--- src/rtl/fifo_word_packer.sv ---
// Read-side FIFO drain that packs PACK bytes into one little-endian word on a valid/ready master.
// A partial word is flushed after TIMEOUT idle cycles; TIMEOUT=0 disables the flush.
module fifo_word_packer #(
   parameter int DATA_WIDTH = 8,
   parameter int PACK       = 4,
   parameter int TIMEOUT    = 16
) (
   input  logic                         rd_clk,
   input  logic                         rst,
   input  logic                         fifo_empty,
   output logic                         fifo_rd_en,
   input  logic [DATA_WIDTH-1:0]        fifo_rdata,
   output logic                         m_valid,
   input  logic                         m_ready,
   output logic [DATA_WIDTH*PACK-1:0]   m_data,
   output logic [PACK-1:0]              m_keep
);

   localparam int CW = $clog2(PACK + 1);
   localparam int TW = (TIMEOUT > 0) ? $clog2(TIMEOUT + 1) : 1;
   localparam logic [CW:0]   PACK_C   = (CW + 1)'(PACK);
   localparam logic [TW-1:0] TMAX     = TW'(TIMEOUT);
   localparam bit            FLUSH_EN = (TIMEOUT > 0);

   typedef enum logic [1:0] {
      IDLE = 2'd0,
      FILL = 2'd1,
      HOLD = 2'd2
   } state_t;

   state_t                            state_reg, state_next;
   logic [CW-1:0]                     count_reg, count_next;
   logic                              in_flight_reg, in_flight_next;
   logic [TW-1:0]                     timer_reg, timer_next;
   logic [PACK-1:0][DATA_WIDTH-1:0]   acc_reg, acc_next, acc_land, acc_masked;
   logic [PACK-1:0]                   keep_partial;
   logic                              m_valid_reg, m_valid_next;
   logic [DATA_WIDTH*PACK-1:0]        m_data_reg, m_data_next;
   logic [PACK-1:0]                   m_keep_reg, m_keep_next;

   logic [CW:0] count_eff;
   logic        out_free;
   logic        pop;
   logic        word_done;
   logic        flush;

   // count_eff includes the byte landing this cycle, so a full word can leave the same cycle it completes
   assign count_eff = {1'b0, count_reg} + {{CW{1'b0}}, in_flight_reg};
   assign out_free  = !m_valid_reg || m_ready;
   assign pop       = !rst && !fifo_empty && (count_eff < PACK_C);
   assign word_done = (count_eff == PACK_C) && out_free;
   assign flush     = FLUSH_EN && (state_reg == FILL) && !in_flight_reg
                      && (timer_reg == TMAX) && out_free;

   generate
      for (genvar gi = 0; gi < PACK; gi++) begin : g_lane
         assign acc_land[gi]     = (in_flight_reg && (count_reg == CW'(gi))) ? fifo_rdata : acc_reg[gi];
         assign keep_partial[gi] = (CW'(gi) < count_reg);
         assign acc_masked[gi]   = keep_partial[gi] ? acc_reg[gi] : '0;
      end
   endgenerate

   always_comb begin
      state_next     = state_reg;
      count_next     = count_eff[CW-1:0];
      in_flight_next = pop;
      timer_next     = '0;
      acc_next       = acc_land;
      m_valid_next   = m_valid_reg && !m_ready;
      m_data_next    = m_data_reg;
      m_keep_next    = m_keep_reg;

      // timer saturates at TMAX so a flush blocked by backpressure is retried
      if ((state_reg == FILL) && !in_flight_reg && fifo_empty) begin
         timer_next = (timer_reg == TMAX) ? timer_reg : timer_reg + 1'b1;
      end

      if (word_done) begin
         m_data_next  = acc_land;
         m_keep_next  = '1;
         m_valid_next = 1'b1;
         count_next   = '0;
         acc_next     = '0;
      end else if (flush) begin
         m_data_next  = acc_masked;
         m_keep_next  = keep_partial;
         m_valid_next = 1'b1;
         count_next   = '0;
         acc_next     = '0;
         timer_next   = '0;
      end

      case (state_reg)
         IDLE: begin
            if (in_flight_reg) state_next = FILL;
         end
         FILL: begin
            if (word_done || flush)        state_next = IDLE;
            else if (count_eff == PACK_C)  state_next = HOLD;
         end
         HOLD: begin
            if (word_done) state_next = IDLE;
         end
         default: state_next = IDLE;
      endcase
   end

   always_ff @(posedge rd_clk) begin
      if (rst) begin
         state_reg     <= IDLE;
         count_reg     <= '0;
         in_flight_reg <= 1'b0;
         timer_reg     <= '0;
         acc_reg       <= '0;
         m_valid_reg   <= 1'b0;
         m_data_reg    <= '0;
         m_keep_reg    <= '0;
      end else begin
         state_reg     <= state_next;
         count_reg     <= count_next;
         in_flight_reg <= in_flight_next;
         timer_reg     <= timer_next;
         acc_reg       <= acc_next;
         m_valid_reg   <= m_valid_next;
         m_data_reg    <= m_data_next;
         m_keep_reg    <= m_keep_next;
      end
   end

   assign fifo_rd_en = pop;
   assign m_valid    = m_valid_reg;
   assign m_data     = m_data_reg;
   assign m_keep     = m_keep_reg;

endmodule

--- config.mk ---
export PLATFORM = sky130hd
export DESIGN_NAME = fifo_word_packer
export DESIGN_NICKNAME = d
export VERILOG_FILES = /design/src/rtl/fifo_word_packer.sv
export SDC_FILE = /design/constraint.sdc
export NUM_CORES = 1
export LEC_CHECK = 0
export ABC_AREA = 0
export BUFFER_PORTS_ARGS = -buffer_cell sky130_fd_sc_hd__buf_2
export CORE_ASPECT_RATIO = 0.9
export CORE_MARGIN = 3
export CORE_UTILIZATION = 53
export CTS_BUF_LIST = sky130_fd_sc_hd__clkbuf_2
export CTS_CLUSTER_SIZE = 40
export DETAILED_ROUTE_END_ITERATION = 10
export PLACE_DENSITY = 0.82
export SYNTH_ARGS = -nofsm -noshare
export SYNTH_HDL_FRONTEND = slang
export SYNTH_SLANG_ARGS = --single-unit
--- constraint.sdc ---
create_clock -name rd_clk -period 2.7 [get_ports rd_clk]
set_input_delay 0.27 -clock rd_clk [delete_from_list [all_inputs] [get_ports rd_clk]]
set_output_delay 0.27 -clock rd_clk [all_outputs]
set_load 0.01 [all_outputs]
==> results of run 1 <==
==> cell type report <==
class                           count  area [um2]  share of cell area
Tap cell                           84         105              0.0279
Clock inverter                      7        95.1              0.0252
Timing Repair Buffer               56         300              0.0796
Clock buffer                        9        45.0              0.0119
Sequential cell                    80        1600               0.425
Multi-Input combinational cell    201        1600               0.423
Inverter                            7        26.3             0.00697
==> cell usage after synthesis, drive strengths merged, types with 2 or more instances <==
library cell,number
a2111oi,5
a211oi,3
a21oi,7
a221o,32
a221oi,3
and3,4
and4bb,2
buf,15
clkbuf,6
dfxtp,80
ha,4
inv,7
mux2i,34
nand2,5
nand2b,4
nand3,4
nor2,34
nor3,39
nor3b,4
nor4b,2
o21ai,3
xnor2,2
xor2,2
==> logic make-up (layout without fill, tap and decap cells) <==
group                      after synthesis  after routing
AOI/OAI and AO/OA                       57             57
xor gates and xnor gates                 4              4
adders and majority gates                4              4
buffers and inverters                   28             79
DFF                                     80             80
muxes                                   34             34
and+or+nand+nor                        102            102
==> critical path, delay by kind of cell (launching register included) <==
family	cells	cell delay, ns
multiplexers	1	0.26
flip-flops	1	0.51
AND/OR/NAND/NOR	1	0.22
adder cells (fa/ha/maj)	2	0.52
buffers and inverters	1	0.16
==> where the power goes <==
group / switching, mW / internal [mW] / total, mW
combinational: 0.105 / 0.0452 / 0.150
clock: 0.421 / 0.308 / 0.729
sequential: 0.0143 / 1.20 / 1.21
==> what timing repair did <==
item,in CTS,in global routing
endpoints found under the setup margin,0,1
hold buffers,1,0
endpoints found under the hold margin,1,0
resized for setup,0,1
==> metrics by stage <==
stage	hold slack, ns	setup WS, ns	area, um2
after floorplan	0.346	0.643	3340
after global placement	0.453	0.434	3620
after detailed placement	0.464	0.344	3620
after CTS	0.0398	0.140	3770
after global routing	0.0309	0.0729	3770
final	0.0864	0.275	3770
==> worst min-delay path by stage <==
| stage | endpoint | depth (start not counted) | slack (ns) | startpoint |
|---|---|---|---|---|
| 5_1_grt | acc_reg[23] | 3 | 0.03 | fifo_rdata[7] |
| 3_5_place_dp | m_data[1] | 1 | 0.46 | acc_reg[1] |
| 2_1_floorplan | in_flight_reg | 1 | 0.35 | fifo_empty |
| 4_1_cts | acc_reg[23] | 3 | 0.04 | fifo_rdata[7] |
| 6_report | acc_reg[23] | 3 | 0.09 | fifo_rdata[7] |
| 3_3_place_gp | m_keep[2] | 2 | 0.45 | m_keep[2] |
==> metal layers <==
layer  vias up  global-route usage
met3         4              0.0583
li1       1254                   -
met2        76               0.367
met1      1253               0.284
met5         -                   0
met4         0              0.0582
==> flow_metrics.py, run 1 <==
metrics = {
    "layout": {
        "nets": 371,
        "mostFrequentLayoutCells": "dfxtp_1 (79), buf_2 (49), nor3_1 (38), mux2i_1 (34), nor2_1 (33)",
        "fin_util": 0.640,
        "drive_above_1_share": 0.247,
        "fillCellCount": 460,
        "final_common_cell": "dfxtp_1",
        "antenna_cells": 0,
        "final_cells": 444,
        "syn_to_final_growth_pct": 12.8,
    },
    "setup_path": {
        "worstSetupStartpoint": "count_reg[0]",
        "endpoint": "fifo_rd_en",
        "r2r_slack_ns": 0.39,
        "crit_path_end_kind": "output port",
        "path_cells": "ha_1 -> ha_1 -> mux2i_1 -> nor3b_1 -> buf_2",
        "rr_endpoint": "m_data[13]",
        "ff2ff_path_depth": 7,
        "worst-endpoint-required_ns": 2.43,
        "cpMaxStageDelayCell": "dfxtp_1",
        "cpMostUsedCell": "ha_1",
        "startpoint_type": "register",
        "worstSetupPathType": "register to output port",
        "arrival_ns": 2.15,
        "crit_path_max_fanout": 7,
        "slowest_delay_ns": 0.51,
        "timing.rr.start": "count_reg[0]",
    },
    "grt": {
        "first_global_vias": 2522,
        "grt_use_total": 0.219,
        "antenna_found_initial": 0,
        "gr-total-overflow": 0,
        "grt_pass1_wl_mm": 12.6,
        "grt_max_degree": 34,
    },
    "drt": {
        "drtAntennaViolNets": 0,
        "wl_per_cell_um": 17.0,
        "viasPerCell": 5.83,
        "first_iter_violations": 243,
        "drt_pass1_iterations": 4,
        "wl_met3_um": 330,
        "routed-wl-met2_mm": 3.63,
        "top_layer": "met4",
        "drc": 0,
        "drt_wl_total_mm": 7.57,
        "wl_met1_mm": 3.56,
        "routed-via-count": 2587,
    },
    "logic_synthesis": {
        "synth-compound-area-share": 0.182,
        "synth_cell_types": 42,
        "synth.net_count": 325,
        "yosys.area.top_type": "dfxtp_1",
        "synthTopCellsByArea": "dfxtp_1 (48%), mux2i_1 (10%), a221o_1 (9.6%)",
        "synth_edf_count": 0,
        "synth-xor-area-share": 0.0105,
        "syn_area_um2": 3340,
        "synth_area_per_cell_um2": 10.8,
        "netlist.area_leader.share": 0.479,
        "synth-main-ff-cell": "dfxtp_1",
        "async_flop_share": 0,
        "synth_top_family_by_area": "compound AO/OA/AOI/OAI gates",
        "yosys_warnings": 0,
        "ys_seq_area_frac": 0.479,
        "synthCells": 309,
        "yosys.area_share.simple": 0.165,
        "synth_seq_cells": 80,
        "synthAdderAreaFrac": 0.0150,
        "synth_mux_area_frac": 0.102,
    },
    "sta": {
        "tightest_slew_ns": 0.646,
        "fin_setup_tns_ns": 0,
        "rsz0062_at_grt": "false",
        "maxSlewHeadroom": 0.570,
        "drv_slew": 0,
        "hold_viol": 0,
        "fin_skew_ns": 0.0270,
        "fmax_mhz": 412,
        "setup_viol": 0,
        "layout_min_cycle_time_ns": 2.42,
        "finalCritPeriodShare": 0.898,
    },
    "power_and_ir_drop": {
        "pwr_density_cell_nw_per_um2": 555,
        "ir_worst_vdd_mv": 0.334,
        "power_mw": 2.09,
        "static-leakage-power_nw": 1.49,
    },
    "floorplanning": {
        "rows": 26,
        "core_um2": 5890,
        "start_util": 0.568,
        "die_w_um": 89.7,
        "die-height_um": 81.3,
        "die_area_um2": 7300,
        "io-pin-count": 50,
    },
    "run": {
        "max-cap-violations": 0,
    },
    "clocking": {
        "cts_tree": "done",
        "cts_sinks": 80,
        "htreeDepth": 3,
        "root_buffer": "clkbuf_2",
        "post-cts-setup-buffer-count": 0,
        "cts_buffers": 9,
        "cts_buffer_depth": 2,
        "clk_latency_ns": 0.51,
        "clk_pin_slew_worst_paths_ns": 0.21,
    },
    "place": {
        "placement.io_buffers": 49,
        "dp_hpwl_mm": 5.04,
        "dp.cells": 427,
        "gp_congestion": 0.912,
    },
    "outcome": {
        "status": "completed",
    },
    "worst_hold_path": {
        "min_path_type": "input port to register",
    },
}
Power figures use the tool's default switching activity.
==> inputs of run 2 (changes only) <==
CORE_UTILIZATION = 59   (was 53)
PLACE_DENSITY = 0.89   (was 0.82)
==> run 2 against run 1 <==
Net effect: via count is 2.1% higher; core utilization is 5.0 points higher; register-to-register slack hardly changed; clock skew is 0.0028 ns lower; global-route usage is 1.4 points higher; clock power is 19% lower; worst setup slack better by 0.012 ns; worst hold slack worse by 0.0043 ns; critical endpoint unchanged; largest cell class unchanged.
==> flow_metrics.py, run 2 (synthesis gave the netlist of run 1 again) <==
metrics = {
    "run": {
        "max-cap-violations": 0,
    },
    "power_and_ir_drop": {
        "ir_worst_vdd_mv": 0.334,
        "pwr_density_cell_nw_per_um2": 525,
        "static-leakage-power_nw": 1.48,
    },
    "grt": {
        "grt_max_degree": 34,
        "first_global_vias": 2537,
        "grt_use_total": 0.233,
        "gr-total-overflow": 0,
        "grt_pass1_wl_mm": 12.3,
        "antenna_found_initial": 0,
    },
    "layout": {
        "final_common_cell": "dfxtp_1",
        "seq_area_um2": 1600,
        "nets": 372,
        "antenna_cells": 0,
        "drive_above_1_share": 0.238,
        "syn_to_final_growth_pct": 11.2,
        "stdcell_area_um2": 3720,
        "fillCellCount": 394,
        "mostFrequentLayoutCells": "dfxtp_1 (79), buf_2 (49), nor3_1 (38), mux2i_1 (34), nor2_1 (33)",
        "multi_input_area_um2": 1600,
    },
    "clocking": {
        "clk_latency_ns": 0.51,
        "htreeDepth": 3,
        "post-cts-setup-buffer-count": 0,
        "root_buffer": "clkbuf_2",
        "cts_sinks": 80,
        "clk_pin_slew_worst_paths_ns": 0.19,
        "cts_tree": "done",
        "cts_buffers": 9,
        "cts_buffer_depth": 2,
    },
    "worst_hold_path": {
        "min_path_type": "input port to register",
        "min_from": "fifo_rdata[7]",
        "whs_path_depth": 3,
        "holdPathEnd": "acc_reg[23]",
    },
    "drt": {
        "drtAntennaViolNets": 0,
        "drc": 0,
        "drt_wl_total_mm": 7.39,
        "wl_per_cell_um": 17.3,
        "wl_met3_um": 472,
        "routed-wl-met2_mm": 3.50,
        "first_iter_violations": 280,
        "wl_met1_mm": 3.31,
        "top_layer": "met4",
        "routed-via-count": 2641,
        "viasPerCell": 6.17,
        "drt_pass1_iterations": 4,
    },
    "place": {
        "gp_congestion": 0.854,
        "dp_hpwl_mm": 5.01,
        "placement.io_buffers": 49,
        "place_area_um2": 3610,
    },
    "setup_path": {
        "startpoint_type": "register",
        "worstSetupPathType": "register to output port",
        "arrival_ns": 2.14,
        "r2r_slack_ns": 0.39,
        "rr_endpoint": "m_data[31]",
        "ff2ff_path_depth": 7,
        "crit_path_max_fanout": 7,
        "crit_path_end_kind": "output port",
        "worst-endpoint-required_ns": 2.43,
        "timing.rr.start": "count_reg[0]",
    },
    "floorplanning": {
        "io-pin-count": 50,
        "core_um2": 5380,
        "start_util": 0.621,
        "die_area_um2": 6610,
        "rows": 25,
        "die_w_um": 85.3,
        "die-height_um": 77.4,
    },
    "sta": {
        "setup_viol": 0,
        "finalCritPeriodShare": 0.894,
        "hold_viol": 0,
        "fin_setup_tns_ns": 0,
        "drv_slew": 0,
        "tightest_slew_ns": 0.655,
        "rsz0062_at_grt": "false",
        "maxSlewHeadroom": 0.563,
        "layout_min_cycle_time_ns": 2.41,
        "fin_skew_ns": 0.0243,
        "fmax_mhz": 415,
    },
    "outcome": {
        "status": "completed",
    },
}
==> run 2: cell type report <==
cell class,count,share of cell area
Inverter,7,0.00707
Sequential cell,80,0.431
Multi-Input combinational cell,201,0.429
Clock buffer,10,0.0135
Clock inverter,6,0.0135
Timing Repair Buffer,57,0.0828
Tap cell,67,0.0226
==> run 2: worst max path at each step <==
stage,startpoint,to,slack [ns]
CTS,in_flight_reg,fifo_rd_en,0.14
floorplan,in_flight_reg,m_data[14],0.64
detailed placement,in_flight_reg,m_data[12],0.31
global placement,in_flight_reg,m_data[11],0.45
finish,count_reg[0],fifo_rd_en,0.29
global route,count_reg[0],fifo_rd_en,0.12
==> run 2: report_power, final <==
group          switching (mW)  leakage [nW]  internal (mW)
clock network           0.384        0.0659          0.205
logic                   0.106         0.769         0.0454
registers              0.0139         0.646           1.20
total                   0.503          1.48           1.45
==> run 2: repair_timing <==
| item | in CTS | in global routing |
|---|---|---|
| hold buffers | 1 | 0 |
| setup endpoints to repair | 0 | 1 |
| gates resized for setup | 0 | 1 |
| hold endpoints to repair | 1 | 0 |
==> run 2: routing by layer <==
metal | up-vias | global-route usage
met3 | 14 | 0.0711
li1 | 1261 | -
met4 | 0 | 0.0696
met5 | - | 0
met1 | 1277 | 0.302
met2 | 89 | 0.375
==> run 2: per-stage QoR <==
stage / hold slack [ns] / utilization / worst slack, ns / total power [mW] / instances
3_3_place_gp: 0.457 / 0.670 / 0.445 / 1.38 / 411
6_report: 0.0822 / 0.691 / 0.287 / 1.95 / 428
4_1_cts: 0.0597 / 0.691 / 0.137 / 1.96 / 428
2_1_floorplan: 0.346 / - / 0.643 / 1.34 / 309
5_1_grt: 0.0372 / 0.691 / 0.115 / 2.02 / 428
3_5_place_dp: 0.466 / 0.670 / 0.314 / 1.38 / 411
==> run 2: worst max-delay path: stages, from the launching register on <==
cell,delay (ns)
dfxtp_1,0.49
ha_1,0.22
ha_1,0.31
mux2i_1,0.28
nor3b_1,0.19
buf_2,0.15
==> inputs of run 3 (changes only) <==
CORE_UTILIZATION = 56   (was 59)
CTS_BUF_LIST = not set   (was sky130_fd_sc_hd__clkbuf_2)
PLACE_DENSITY = 0.86   (was 0.89)
clock period = 2.4 ns   (was 2.7 ns; I/O delays follow)
==> run 3 against run 2 <==
Net effect: combinational power grew 17%; worst setup slack lost 0.14 ns; clock skew shrank 0.012 ns; critical endpoint is now m_data[8]; largest power group unchanged.
==> flow_metrics.py, run 3 (synthesis gave the netlist of run 1 again) <==
metrics = {
    "sta": {
        "setup_viol": 0,
        "hold_viol": 0,
        "maxSlewHeadroom": 0.606,
        "rsz0062_at_grt": "false",
        "finalCritPeriodShare": 0.937,
        "fin_skew_ns": 0.0122,
        "layout_min_cycle_time_ns": 2.25,
        "fmax_mhz": 445,
        "drv_slew": 0,
        "tightest_slew_ns": 0.591,
        "fin_setup_tns_ns": 0,
    },
    "floorplanning": {
        "die_w_um": 87.4,
        "start_util": 0.584,
        "io-pin-count": 50,
        "core_um2": 5730,
        "die_area_um2": 6930,
        "rows": 26,
        "die-height_um": 79.3,
    },
    "layout": {
        "nets": 374,
        "drive_above_1_share": 0.253,
        "fin_util": 0.667,
        "fillCellCount": 427,
        "mostFrequentLayoutCells": "dfxtp_1 (80), buf_2 (49), nor3_1 (38), mux2i_1 (34), nor2_1 (33)",
        "antenna_cells": 0,
        "syn_to_final_growth_pct": 14.3,
        "final_common_cell": "dfxtp_1",
        "final_cells": 433,
    },
    "setup_path": {
        "worst-endpoint-required_ns": 2.64,
        "rr_endpoint": "m_data[8]",
        "ff2ff_path_depth": 6,
        "crit_path_max_fanout": 32,
        "worstSetupPathType": "register to register",
        "startpoint_type": "register",
        "crit_path_end_kind": "register",
        "arrival_ns": 2.49,
        "r2r_slack_ns": 0.15,
        "timing.rr.start": "count_reg[0]",
    },
    "drt": {
        "first_iter_violations": 207,
        "drt_wl_total_mm": 7.54,
        "viasPerCell": 6.03,
        "wl_per_cell_um": 17.4,
        "drt_pass1_iterations": 4,
        "drc": 0,
        "routed-via-count": 2613,
        "drtAntennaViolNets": 0,
    },
    "grt": {
        "grt_max_degree": 34,
        "gr-max-usage-layer": "met2",
        "grt_use_total": 0.232,
        "met1_usage": 0.311,
        "grt_pass1_wl_mm": 12.5,
        "first_global_vias": 2481,
        "met3_usage": 0.0498,
        "grtUsageMet2": 0.356,
        "gr-total-overflow": 0,
        "antenna_found_initial": 0,
    },
    "clocking": {
        "cts_buffer_depth": 2,
        "htreeDepth": 3,
        "clk_pin_slew_worst_paths_ns": 0.08,
        "cts_tree": "done",
        "ctsResizeCount": 0,
        "cts_sinks": 80,
        "clk_latency_ns": 0.35,
        "post-cts-setup-buffer-count": 0,
        "hold_buffers": 0,
        "root_buffer": "clkbuf_8",
        "cts_buffers": 9,
    },
    "place": {
        "placement.io_buffers": 49,
        "dp_hpwl_mm": 5.14,
        "dp.cells": 417,
        "gp_congestion": 0.869,
    },
    "power_and_ir_drop": {
        "intPower_mw": 1.80,
        "switchingPower_mw": 0.604,
        "power_frac_seq": 0.565,
        "ir_worst_vdd_mv": 0.450,
        "p_comb_frac": 0.074,
        "pwr_density_cell_nw_per_um2": 628,
        "static-leakage-power_nw": 1.51,
        "sw_frac_of_total": 0.252,
        "clkPwrFrac": 0.361,
        "power_mw": 2.40,
    },
    "worst_hold_path": {
        "holdPathEnd": "in_flight_reg",
        "min_from": "fifo_empty",
        "min_path_type": "input port to register",
        "whs_path_depth": 2,
    },
    "run": {
        "max-cap-violations": 0,
    },
    "outcome": {
        "status": "completed",
    },
}
## run 3: cell count changes in the layout (fill, tap and decap cells not counted), sizes merged
cell	before	now
dlygate4sd3	1	0
buf	56	59
clkinv	5	2
clkinvlp	0	3
clkbuf	10	11
bufinv	1	0
## run 3: how the worst max path moves through the flow
stage	startpoint	slack, ns	endpoint	depth (start not counted)
global placement	count_reg[0]	0.25	m_data[24]	6
CTS	count_reg[0]	0.13	m_data[8]	7
detailed placement	count_reg[0]	0.15	m_data[31]	7
floorplan	in_flight_reg	0.34	m_data[14]	8
global route	count_reg[0]	0.03	m_data[28]	6
finish	count_reg[0]	0.15	m_data[8]	6
## run 3: layout make-up
| cell class | count | area, um2 | share of cell area |
|---|---|---|---|
| clock inverter | 5 | 32.5 | 0.00851 |
| tap | 70 | 87.6 | 0.0229 |
| multi-input combinational | 201 | 1600 | 0.418 |
| sequential | 80 | 1600 | 0.419 |
| timing repair buffer | 59 | 333 | 0.0871 |
| clock buffer | 11 | 141 | 0.0370 |
| inverter | 7 | 26.3 | 0.00688 |
## run 3: layer usage
metal  up-vias  routed length (um)
met5         -                   0
met4         0                  93
met3        12                 510
met2        89                3620
met1      1244                3320
li1       1268                   -
## run 3: power by group through the flow
stage                     Combinational, mW  Sequential, mW  Clock, mW
after floorplan                       0.119            1.38          0
after global placement                0.170            1.38          0
after detailed placement              0.174            1.39          0
after CTS                             0.175            1.36      0.889
after global routing                  0.191            1.36      0.945
final                                 0.177            1.36      0.867
## run 3: worst max-delay path, stage by stage (launching register included)
cell and delay (ns):
dfxtp_1 0.47, ha_1 0.22, ha_2 0.31, nor3_2 0.37, a211oi_4 0.10, buf_4 0.27
a221o_1 0.39
## run 3: stage by stage
stage	worst slack, ns	cell area (um2)	hold WS (ns)
floorplan	0.343	3340	0.316
global placement	0.253	3640	0.454
detailed placement	0.154	3640	0.464
CTS	0.129	3820	0.0874
global route	0.0345	3820	0.0900
finish	0.152	3820	0.102
